**src/rtl/seg_pkg.sv**
```systemverilog
// ---------------------------------------------------------------------------
// seg_pkg
// Shared definitions for the 7-segment scan decoder.
//   - SEG_0 .. SEG_F : active-low {g,f,e,d,c,b,a} patterns for hex digits
//   - SEG_BLANK      : all segments off
//   - segdec_state_t : frame FSM states
//   - seg_dec_t      : result of decoding one 7-bit pattern
// ---------------------------------------------------------------------------
package seg_pkg;

    localparam logic [6:0] SEG_0     = 7'h40;
    localparam logic [6:0] SEG_1     = 7'h79;
    localparam logic [6:0] SEG_2     = 7'h24;
    localparam logic [6:0] SEG_3     = 7'h30;
    localparam logic [6:0] SEG_4     = 7'h19;
    localparam logic [6:0] SEG_5     = 7'h12;
    localparam logic [6:0] SEG_6     = 7'h02;
    localparam logic [6:0] SEG_7     = 7'h78;
    localparam logic [6:0] SEG_8     = 7'h00;
    localparam logic [6:0] SEG_9     = 7'h10;
    localparam logic [6:0] SEG_A     = 7'h08;
    localparam logic [6:0] SEG_B     = 7'h03;
    localparam logic [6:0] SEG_C     = 7'h46;
    localparam logic [6:0] SEG_D     = 7'h21;
    localparam logic [6:0] SEG_E     = 7'h06;
    localparam logic [6:0] SEG_F     = 7'h0E;
    localparam logic [6:0] SEG_BLANK = 7'h7F;

    typedef enum logic {
        COLLECT = 1'b0,
        PRESENT = 1'b1
    } segdec_state_t;

    typedef struct packed {
        logic [3:0] nib;
        logic       err;
        logic       blank;
    } seg_dec_t;

endpackage

```
**src/rtl/seg_pattern_decode.sv**
```systemverilog
// ---------------------------------------------------------------------------
// seg_pattern_decode
// Purely combinational lookup from an active-low 7-segment pattern back to
// the hex nibble it displays.
// Ports:
//   pattern : in  7-bit active-low segment pattern {g,f,e,d,c,b,a}
//   dec     : out nibble plus error / blank flags
// Configuration macro: SEGDEC_BLANK_EN
//   defined   -> SEG_BLANK decodes as a blank digit (nibble 0, blank=1)
//   undefined -> SEG_BLANK is treated like any other unknown pattern
// ---------------------------------------------------------------------------
module seg_pattern_decode
    import seg_pkg::*;
(
    input  logic [6:0] pattern,
    output seg_dec_t   dec
);

    // Unknown patterns report nibble 0 with the error flag set.
    always_comb begin
        dec.nib   = 4'h0;
        dec.err   = 1'b0;
        dec.blank = 1'b0;
        case (pattern)
            SEG_0: dec.nib = 4'h0;
            SEG_1: dec.nib = 4'h1;
            SEG_2: dec.nib = 4'h2;
            SEG_3: dec.nib = 4'h3;
            SEG_4: dec.nib = 4'h4;
            SEG_5: dec.nib = 4'h5;
            SEG_6: dec.nib = 4'h6;
            SEG_7: dec.nib = 4'h7;
            SEG_8: dec.nib = 4'h8;
            SEG_9: dec.nib = 4'h9;
            SEG_A: dec.nib = 4'hA;
            SEG_B: dec.nib = 4'hB;
            SEG_C: dec.nib = 4'hC;
            SEG_D: dec.nib = 4'hD;
            SEG_E: dec.nib = 4'hE;
            SEG_F: dec.nib = 4'hF;
`ifdef SEGDEC_BLANK_EN
            SEG_BLANK: dec.blank = 1'b1;
`endif
            default: dec.err = 1'b1;
        endcase
    end

endmodule

```
**src/rtl/seg_scan_decoder.sv**
```systemverilog
// ---------------------------------------------------------------------------
// seg_scan_decoder
// Watches a multiplexed active-low 7-segment bus, waits for each digit
// strobe window to settle, decodes the pattern and assembles a full frame
// that is offered downstream with a valid/ready handshake.
// Ports:
//   clk       : in  system clock, rising edge
//   reset_n   : in  asynchronous active-low reset
//   seg_in    : in  active-low segments {g,f,e,d,c,b,a} (asynchronous)
//   dig_sel   : in  one-hot digit strobe (asynchronous)
//   out_ready : in  downstream accepts the frame
//   out_valid : out frame available
//   out_value : out decoded nibbles, digit i at [4i+3:4i]
//   out_err   : out per-digit unrecognised pattern
//   out_blank : out per-digit blank (only with SEGDEC_BLANK_EN)
// Configuration macro: SEGDEC_BLANK_EN enables blank-digit detection;
// without it out_blank is constant 0.
// ---------------------------------------------------------------------------
module seg_scan_decoder
    import seg_pkg::*;
#(
    parameter int NUM_DIGITS    = 4,
    parameter int STABLE_CYCLES = 8
) (
    input  logic                    clk,
    input  logic                    reset_n,
    input  logic [6:0]              seg_in,
    input  logic [NUM_DIGITS-1:0]   dig_sel,
    input  logic                    out_ready,
    output logic                    out_valid,
    output logic [4*NUM_DIGITS-1:0] out_value,
    output logic [NUM_DIGITS-1:0]   out_err,
    output logic [NUM_DIGITS-1:0]   out_blank
);

    localparam int CNT_W = $clog2(STABLE_CYCLES + 1);
    localparam int IDX_W = (NUM_DIGITS > 1) ? $clog2(NUM_DIGITS) : 1;
    localparam logic [CNT_W-1:0] CNT_MAX = CNT_W'(STABLE_CYCLES);
    localparam logic [CNT_W-1:0] CNT_CAP = CNT_W'(STABLE_CYCLES - 1);

    logic [6:0]                  seg_meta, seg_sync, seg_prev;
    logic [NUM_DIGITS-1:0]       dig_meta, dig_sync, dig_prev;
    logic [CNT_W-1:0]            cnt;
    logic                        stable_ok;
    logic                        capture;
    logic                        frame_done;
    logic [IDX_W-1:0]            dig_idx;
    seg_dec_t                    dec;
    segdec_state_t               state, state_next;
    logic [NUM_DIGITS-1:0]       got;
    logic [NUM_DIGITS-1:0][3:0]  nib_q;
    logic [NUM_DIGITS-1:0]       err_q;

    // Two-flop synchroniser on both buses, followed by a one-cycle history
    // register so the settle check can compare consecutive synced samples.
    // Idle reset values match an unlit display with no strobe.
    always_ff @(posedge clk or negedge reset_n) begin
        if (!reset_n) begin
            seg_meta <= SEG_BLANK;
            seg_sync <= SEG_BLANK;
            seg_prev <= SEG_BLANK;
            dig_meta <= '0;
            dig_sync <= '0;
            dig_prev <= '0;
        end else begin
            seg_meta <= seg_in;
            seg_sync <= seg_meta;
            seg_prev <= seg_sync;
            dig_meta <= dig_sel;
            dig_sync <= dig_meta;
            dig_prev <= dig_sync;
        end
    end

    // A window counts as settled only while both buses repeat and exactly
    // one strobe is active; capture fires once, on the final count step.
    assign stable_ok = (seg_sync == seg_prev) && (dig_sync == dig_prev) && $onehot(dig_sync);
    assign capture   = stable_ok && (cnt == CNT_CAP);

    // Stability counter, saturating so a long window yields one capture.
    always_ff @(posedge clk or negedge reset_n) begin
        if (!reset_n) begin
            cnt <= '0;
        end else if (!stable_ok) begin
            cnt <= '0;
        end else if (cnt != CNT_MAX) begin
            cnt <= cnt + 1'b1;
        end
    end

    // Binary index of the active strobe; only meaningful when one-hot.
    always_comb begin
        dig_idx = '0;
        for (int i = 0; i < NUM_DIGITS; i++) begin
            if (dig_sync[i]) begin
                dig_idx = IDX_W'(i);
            end
        end
    end

    seg_pattern_decode u_decode (
        .pattern (seg_sync),
        .dec     (dec)
    );

    // The frame completes when this capture fills the last missing digit.
    assign frame_done = capture && (&(got | dig_sync));

    // FSM state register.
    always_ff @(posedge clk or negedge reset_n) begin
        if (!reset_n) begin
            state <= COLLECT;
        end else begin
            state <= state_next;
        end
    end

    // FSM next-state logic.
    always_comb begin
        state_next = state;
        case (state)
            COLLECT: if (frame_done) state_next = PRESENT;
            PRESENT: if (out_ready)  state_next = COLLECT;
            default: state_next = COLLECT;
        endcase
    end

    // FSM outputs: valid follows the registered state directly.
    always_comb begin
        out_valid = (state == PRESENT);
    end

    // Frame registers. Captures only land while collecting, so the frame is
    // frozen while presented; the handshake just clears the got mask and the
    // old values stay visible until overwritten by the next frame.
    always_ff @(posedge clk or negedge reset_n) begin
        if (!reset_n) begin
            got   <= '0;
            nib_q <= '0;
            err_q <= '0;
        end else begin
            case (state)
                COLLECT: begin
                    if (capture) begin
                        got[dig_idx]   <= 1'b1;
                        nib_q[dig_idx] <= dec.nib;
`ifdef SEGDEC_BLANK_EN
                        err_q[dig_idx] <= dec.err;
`else
                        // The decoder never flags blank in this build, so
                        // folding it into err changes nothing.
                        err_q[dig_idx] <= dec.err | dec.blank;
`endif
                    end
                end
                PRESENT: begin
                    if (out_ready) begin
                        got <= '0;
                    end
                end
                default: got <= '0;
            endcase
        end
    end

`ifdef SEGDEC_BLANK_EN
    logic [NUM_DIGITS-1:0] blank_q;

    // Per-digit blank flags, captured alongside the nibble.
    always_ff @(posedge clk or negedge reset_n) begin
        if (!reset_n) begin
            blank_q <= '0;
        end else if (state == COLLECT && capture) begin
            blank_q[dig_idx] <= dec.blank;
        end
    end

    assign out_blank = blank_q;
`else
    assign out_blank = '0;
`endif

    assign out_value = nib_q;
    assign out_err   = err_q;

endmodule

```
**config.mk**
```make
export PLATFORM = sky130hd
export DESIGN_NAME = seg_scan_decoder
export DESIGN_NICKNAME = d
export VERILOG_FILES = /design/src/rtl/seg_pkg.sv /design/src/rtl/seg_pattern_decode.sv /design/src/rtl/seg_scan_decoder.sv
export SDC_FILE = /design/constraint.sdc
export NUM_CORES = 1
export LEC_CHECK = 0
export CORE_UTILIZATION = 48
export CTS_BUF_LIST = sky130_fd_sc_hd__clkbuf_16
export DETAILED_ROUTE_END_ITERATION = 10
export GPL_ROUTABILITY_DRIVEN = 1
export PLACE_DENSITY = 0.85
export RECOVER_POWER = 25
export SLEW_MARGIN = 20
export SYNTH_ARGS = -nofsm -noshare
export SYNTH_HDL_FRONTEND = slang
export SYNTH_SLANG_ARGS = --single-unit
```
**constraint.sdc**
```tcl
create_clock -name clk -period 3.5 [get_ports clk]
set_input_delay 0.875 -clock clk [delete_from_list [all_inputs] [get_ports clk]]
set_output_delay 0.875 -clock clk [all_outputs]
set_load 0.05 [all_outputs]
```
==> impl_metrics.xml <==
<?xml version="1.0" encoding="UTF-8"?>
<metrics>
  <group name="status">
    <metric name="status" unit="">finished clean</metric>
  </group>
  <group name="power_and_ir_drop">
    <metric name="cellInternalPower" unit="W">0.00125</metric>
    <metric name="power_per_cell_area" unit="mW/mm²">496</metric>
    <metric name="swShare" unit="%">23.1</metric>
    <metric name="total_switching_power" unit="W">0.000377</metric>
    <metric name="seqPwrFrac" unit="%">47.4</metric>
    <metric name="power.leakage" unit="nW">1.43</metric>
    <metric name="combPwrFrac" unit="%">5.3</metric>
    <metric name="worst_ir_drop_vdd" unit="mV">0.359</metric>
    <metric name="pwr-share-clk" unit="%">47.4</metric>
  </group>
  <group name="worst_setup_path">
    <metric name="reg_to_reg_setup_timing_slack" unit="ps">140</metric>
    <metric name="cp_max_fo" unit="">5</metric>
    <metric name="r2r_start" unit="">dig_sync[0]$_DFF_PN0_</metric>
    <metric name="crit_path_start_kind" unit="">flop</metric>
    <metric name="critical_path.n_buffers_inverters" unit="">3</metric>
    <metric name="arrival" unit="ps">3570</metric>
    <metric name="critPathCaptureType" unit="">flop</metric>
    <metric name="timing.reg2reg.worst_path_depth" unit="">11</metric>
    <metric name="worst_path_dominant_cell_family" unit="">simple AND/OR/NAND/NOR gates</metric>
    <metric name="cpMaxStageDelayCell" unit="">fa_1</metric>
    <metric name="data_required_critical_path" unit="ps">3710</metric>
    <metric name="critical-path-max-stage-delay" unit="ps">540</metric>
    <metric name="worst_r2r_endpoint" unit="">out_value[7]$_DFFE_PN0P_</metric>
    <metric name="setup.worst_path.class" unit="">reg -&gt; reg</metric>
    <metric name="crit_chain" unit="">inv_1 -&gt; fa_1 -&gt; inv_1 -&gt; ha_1 -&gt; ha_1 -&gt; or3b_1 -&gt; nor4_2 -&gt; and4_4 -&gt; nor4b_4 -&gt; buf_4 -&gt; mux2_2</metric>
  </group>
  <group name="logic_synthesis">
    <metric name="post-synth-top-count-cell" unit="">dfrtp_1</metric>
    <metric name="synthTopCellsByCount" unit="">dfrtp_1, dfstp_2, mux2_2</metric>
    <metric name="post_synthesis_sequential_element_count" unit="">62</metric>
    <metric name="synth_area_leader_cell" unit="">dfrtp_1</metric>
    <metric name="synth_area_leaders" unit="">dfrtp_1, dfstp_2, mux2_2, xor2_1, ha_1</metric>
    <metric name="postSynthCellCount" unit="">201</metric>
    <metric name="synth_async_sr_flop_share" unit="%">100</metric>
    <metric name="post_synth.cell_area_avg" unit="µm²">13.0</metric>
    <metric name="synth-seq-area-share" unit="%">60.2</metric>
    <metric name="netlist_area" unit="mm²">0.00262</metric>
    <metric name="synthesis.yosys.warnings" unit="">0</metric>
    <metric name="most_used_flip_flop_cell_after_synthesis" unit="">dfrtp_1</metric>
    <metric name="netlist-cell-type-count" unit="">49</metric>
    <metric name="synth_enable_flop_cells" unit="">0</metric>
    <metric name="synth.top_cell.area_share" unit="%">39.1</metric>
  </group>
  <group name="clock_tree">
    <metric name="cts_hold_repair.buffers" unit="">0</metric>
    <metric name="cts_made_buffers" unit="">9</metric>
    <metric name="cts.htree.levels" unit="">3</metric>
    <metric name="numClockSinks" unit="">62</metric>
    <metric name="clock-root-buffer" unit="">clkbuf_16</metric>
    <metric name="post_cts_resize_count" unit="">0</metric>
    <metric name="cts_buffer_depth" unit="">2</metric>
    <metric name="tritoncts" unit="">done</metric>
    <metric name="clock_latency" unit="ps">330</metric>
    <metric name="worst_setup_hold_path_clk_slew" unit="ps">50</metric>
  </group>
  <group name="floorplanning">
    <metric name="floorplan.die.height" unit="µm">75.9</metric>
    <metric name="floorplan.core_area" unit="mm²">0.00517</metric>
    <metric name="die_area" unit="mm²">0.00576</metric>
    <metric name="initial_utilization" unit="%">50.7</metric>
    <metric name="fp-row-count" unit="">26</metric>
    <metric name="die_width" unit="µm">75.9</metric>
    <metric name="top_level_ports" unit="">39</metric>
  </group>
  <group name="global_route">
    <metric name="grt_antenna_before_repair" unit="">0</metric>
    <metric name="largest_net_degree_at_the_start_of_global_routing" unit="">38</metric>
    <metric name="vias_in_the_first_global_route" unit="">1779</metric>
    <metric name="gr-usage-all-layers" unit="%">19.2</metric>
    <metric name="grt_first_pass_wirelength" unit="µm">8470</metric>
    <metric name="globalRoute.totalOverflow" unit="">0</metric>
  </group>
  <group name="worst_hold_path">
    <metric name="min_to" unit="">seg_sync[1]$_DFF_PN1_</metric>
    <metric name="hold_path_class" unit="">reg -&gt; reg</metric>
    <metric name="timing.hold.worst.start" unit="">seg_meta[1]$_DFF_PN1_</metric>
    <metric name="timing.hold.worst_path_depth" unit="">0</metric>
  </group>
  <group name="placement">
    <metric name="detailed_place.area" unit="mm²">0.00302</metric>
    <metric name="preCtsSetupSlack" unit="ps">75.7</metric>
    <metric name="dpl.hpwl" unit="µm">3330</metric>
    <metric name="gp_congestion" unit="">0.845</metric>
    <metric name="io_buffer_count" unit="">34</metric>
  </group>
  <group name="timing">
    <metric name="finalSetupViolCount" unit="">0</metric>
    <metric name="period_share" unit="%">96.0</metric>
    <metric name="final.setup_skew" unit="ps">6.32</metric>
    <metric name="timing_worst_slew_pin_value" unit="ps">1330</metric>
    <metric name="finalSetupTns" unit="ps">0</metric>
    <metric name="worst_hold_check_slack" unit="ps">359</metric>
    <metric name="final.setup.worst_slack" unit="ps">139</metric>
    <metric name="period_needed" unit="ps">3360</metric>
    <metric name="fin_max_slew_vios" unit="">0</metric>
    <metric name="timing_hold_violations_final" unit="">0</metric>
    <metric name="maxClockFrequency" unit="MHz">298</metric>
    <metric name="slew_headroom" unit="%">11.2</metric>
  </group>
  <group name="routing">
    <metric name="routed_wl" unit="µm">5020</metric>
    <metric name="route.antenna.remaining_nets" unit="">0</metric>
    <metric name="number_of_iterations_in_the_first_detailed_routing_pass" unit="">4</metric>
    <metric name="detail_route.drc_violations" unit="">0</metric>
    <metric name="initial_drc_count" unit="">75</metric>
    <metric name="via_count_of_the_routed_design" unit="">1666</metric>
    <metric name="vias_per_cell" unit="">5.26</metric>
    <metric name="average_detailed_routed_wire_length_per_instance" unit="µm">15.8</metric>
  </group>
  <group name="final_layout">
    <metric name="design.final.nets" unit="">261</metric>
    <metric name="antenna-diode-count" unit="">0</metric>
    <metric name="post_route_cells_drive_above_1_share" unit="%">23.9</metric>
    <metric name="syn_to_final_growth" unit="%">25.4</metric>
    <metric name="finalCoreUtilization" unit="%">63.6</metric>
    <metric name="fin_area" unit="mm²">0.00329</metric>
  </group>
  <group name="run">
    <metric name="drv.max_cap_violation_count" unit="">0</metric>
  </group>
</metrics>
## worst reg2reg max path: stages (launching register included)
cell     delay (ps)
dfrtp_1         400
inv_1            80
fa_1            540
inv_1            40
ha_1            170
ha_1            260
or3b_1          380
nor4_2          320
and4_4          310
nor4b_4         210
buf_4           190
mux2_2          340
## kinds of logic after synthesis
family / count (synthesis) / share of synthesized area [%]
DFF: 62 / 60.2
and+or+nand+nor: 49 / 12.6
AOI/OAI and AO/OA: 27 / 7.16
buffers and inverters: 23 / 3.96
muxes: 21 / 8.97
xor gates and xnor gates: 13 / 4.34
adders and majority gates: 5 / 2.67
other: 1 / 0.143
## worst max path at each step
stage	start	end	slack, ps	cells past startpoint
5_1_grt	dig_sync[0]$_DFF_PN0_	out_value[7]$_DFFE_PN0P_	-8	11
6_report	dig_sync[0]$_DFF_PN0_	out_value[7]$_DFFE_PN0P_	140	11
3_5_place_dp	dig_sync[0]$_DFF_PN0_	out_value[1]$_DFFE_PN0P_	80	10
4_1_cts	dig_sync[0]$_DFF_PN0_	out_value[0]$_DFFE_PN0P_	50	10
2_1_floorplan	dig_sync[3]$_DFF_PN0_	out_err[0]$_DFFE_PN0P_	90	11
3_3_place_gp	dig_sync[0]$_DFF_PN0_	out_err[1]$_DFFE_PN0P_	210	10
## flip-flops by register name, indices dropped and copies added (netlist names)
| register | flops |
|---|---|
| out_value | 16 |
| out_err | 4 |
| seg_sync | 7 |
| dig_prev | 4 |
| dig_sync | 4 |
| seg_meta | 7 |
| out_valid | 1 |
| cnt | 4 |
| dig_meta | 4 |
| got | 4 |
| seg_prev | 7 |
## area by class of cell
class,instances,area [µm²]
Clock buffer,9,225
Inverter,11,41.3
Clock inverter,7,41.3
Tap cell,70,87.6
Timing Repair Buffer,39,364
Sequential cell,62,1580
Fill cell,377,1880
Multi-Input combinational cell,119,952
## power groups by stage
stage	Combinational, W	Clock [W]	Sequential [W]
6_report	0.0000858	0.000772	0.000772
5_1_grt	0.0000957	0.000815	0.000776
4_1_cts	0.0000882	0.000781	0.000774
3_5_place_dp	0.0000874	0	0.000785
3_3_place_gp	0.0000844	0	0.000783
2_1_floorplan	0.0000608	0	0.000771
## cells in the final DEF, fill, tap and decap left out, drive strengths merged, types with 2 or more instances in the layout
| cell | netlist | routed |
|---|---|---|
| or2 | 2 | 2 |
| clkbuf | 7 | 12 |
| o211ai | 2 | 2 |
| nand2 | 6 | 6 |
| clkinvlp | 0 | 2 |
| nor4b | 2 | 2 |
| and2 | 3 | 3 |
| nand3 | 7 | 7 |
| dfstp | 21 | 21 |
| buf | 5 | 3 |
| xor2 | 12 | 12 |
| dfrtp | 41 | 41 |
| inv | 11 | 11 |
| nor3b | 2 | 2 |
| clkdlybuf4s50 | 0 | 33 |
| conb | 1 | 4 |
| nor4bb | 3 | 3 |
| a21boi | 2 | 2 |
| a21oi | 4 | 4 |
| mux2 | 20 | 20 |
| o22ai | 3 | 3 |
| a21o | 3 | 3 |
| nor4 | 4 | 4 |
| nor2 | 9 | 9 |
| nor3 | 2 | 2 |
| o21ai | 5 | 5 |
| clkinv | 0 | 5 |
| ha | 4 | 4 |
## metal layers
layer	routed length [µm]	global-route usage, %
met3	199	3.86
met4	111	11.7
met1	2250	23.4
met5	0	0
met2	2460	31.5
## repair_timing
item                                   in CTS  in global routing
buffers inserted                            0                  2
endpoints found under the hold margin       0                  0
setup endpoints to repair                   0                 10
## metrics by stage
step                power [W]  std cells
floorplan            0.000832        204
global placement     0.000868        299
detailed placement   0.000872        299
CTS                   0.00164        315
global route          0.00169        317
finish                0.00163        317
No activity file was read; power rests on OpenSTA's default activity.
==> RTL change (config.mk and constraints unchanged) <==
Add a define of `SEGDEC_BLANK_EN`.
--- a/src/rtl/seg_pattern_decode.sv
+++ b/src/rtl/seg_pattern_decode.sv
@@ -9,6 +9,8 @@
 //   defined   -> SEG_BLANK decodes as a blank digit (nibble 0, blank=1)
 //   undefined -> SEG_BLANK is treated like any other unknown pattern
 // ---------------------------------------------------------------------------
+`define SEGDEC_BLANK_EN
+
 module seg_pattern_decode
     import seg_pkg::*;
 (
Formal check against the unedited RTL: same outputs for any inputs over 10 cycles, from zero or initial values and one cycle with reset_n low; that may be too few to reach the edited logic, so the function may still have changed.
==> RTL change against the unedited design <==
- the run now ends with capacitance limit, slew limit left
- final area grew 5.9%
- critical path type unchanged
- wire length grew 9.7%
- maximum frequency grew 6.3%
- area after synthesis grew 5.2%
- total power grew 10%
- sequential cell count grew 4
- setup slack gained 200 ps
==> RTL change: results (changes against the unedited design) <==
[detailed_routing]
drt-initial-drc-count = 60  ; -20%
met2_length_mm = 2.83  ; +15%
vias_per_cell = 5.46  ; +3.9%
wl_met3_um = 250  ; +26%

[sta]
whs_ps = 353  ; -6.68 ps
slew_violations = 66  ; +66
tightest_slew_ps = 1640  ; +305 ps

[setup_path]
worstReg2RegEnd = out_value[5]$_DFFE_PN0P_
crit_path_max_fanout = 7  ; +2
r2r_start = dig_sync[1]$_DFF_PN0_
reg2regPathDepth = 10  ; -1
ff2ff_setup_slack_ps = 340  ; +200 ps
max_stage_delay_ps = 510  ; -30 ps

[place]
hpwlAfterDp_mm = 3.68  ; +11%
place.gp.congestion = 0.892  ; +5.6%

[pwr]
combPwrFrac = 0.048  ; -0.005
power_leakage_nw = 1.52  ; +6.3%
pwr-share-seq = 0.459  ; -0.015
p_sw_frac = 0.227  ; -0.00471
vdd_drop_max_mv = 0.358  ; -0.51%

[run_status]
outcome = complete, but fails checks
violations = capacitance limit, slew limit

[logic_synthesis]
seq_area_frac_synth = 0.608  ; +0.00627
synth_xor_area_frac = 0.0444  ; +0.00101
synthMuxAreaShare = 0.102  ; +0.0118
synth_cell_type_count = 44  ; -10%
yosys.area_share.adder = 0.0254  ; -0.00133

[hold_path]
hold_end = dig_sync[2]$_DFF_PN0_
hold_start = dig_meta[2]$_DFF_PN0_

[global_route]
grt_max_degree = 33  ; -13%
track_usage = 0.213  ; +0.0214
grt_pass1_wl_mm = 9.45  ; +12%
met2_usage = 0.343  ; +0.0288

[finish]
finalNetCount = 277  ; +6.1%

[flow_run]
drv_cap = 2  ; +2

RTL change: cell count changes after synthesis, sizes merged, moves of 4 or more:
| cell | before | now |
|---|---|---|
| xnor2 | 1 | 12 |
| mux2 | 20 | 24 |
| nand4 | 1 | 8 |
| nand2 | 6 | 19 |
| clkbuf | 7 | 2 |
| nor3 | 2 | 6 |
| dfrtp | 41 | 45 |
| xor2 | 12 | 2 |
RTL change: worst reg2reg max path, cell delays in order, from the launching register on:
cell,delay [ps]
dfrtp_1,440
inv_1,110
fa_1,510
inv_1,40
ha_1,170
ha_1,260
nor3b_1,270
nand4_1,190
nor4_4,360
nand3_2,300
mux2_1,390
RTL change: cell type report:
class                   instances  area (µm²)
fillers                       424        2060
flip-flops and latches         66        1680
multi-input cells             132         998
repair buffers                 40         382
clock buffers                   9         225
well taps                      72        90.1
clock inverters                 7        75.1
inverters                       9        33.8
RTL change: worst max path at each step:
stage,endpoint,slack (ps),from,cells past startpoint
2_1_floorplan,out_value[1]$_DFFE_PN0P_,670,dig_sync[1]$_DFF_PN0_,10
3_3_place_gp,out_value[5]$_DFFE_PN0P_,530,dig_sync[1]$_DFF_PN0_,10
3_5_place_dp,out_value[1]$_DFFE_PN0P_,350,dig_sync[3]$_DFF_PN0_,10
4_1_cts,out_value[5]$_DFFE_PN0P_,310,dig_sync[1]$_DFF_PN0_,10
5_1_grt,out_value[5]$_DFFE_PN0P_,100,dig_sync[1]$_DFF_PN0_,10
6_report,out_value[5]$_DFFE_PN0P_,340,dig_sync[1]$_DFF_PN0_,10
RTL change: stage by stage:
step           utilization  setup slack [ps]  cells
2_1_floorplan            -               669    215
3_3_place_gp         0.576               527    319
3_5_place_dp         0.576               350    319
4_1_cts              0.630               308    335
5_1_grt              0.629              97.8    335
6_report             0.629               338    335
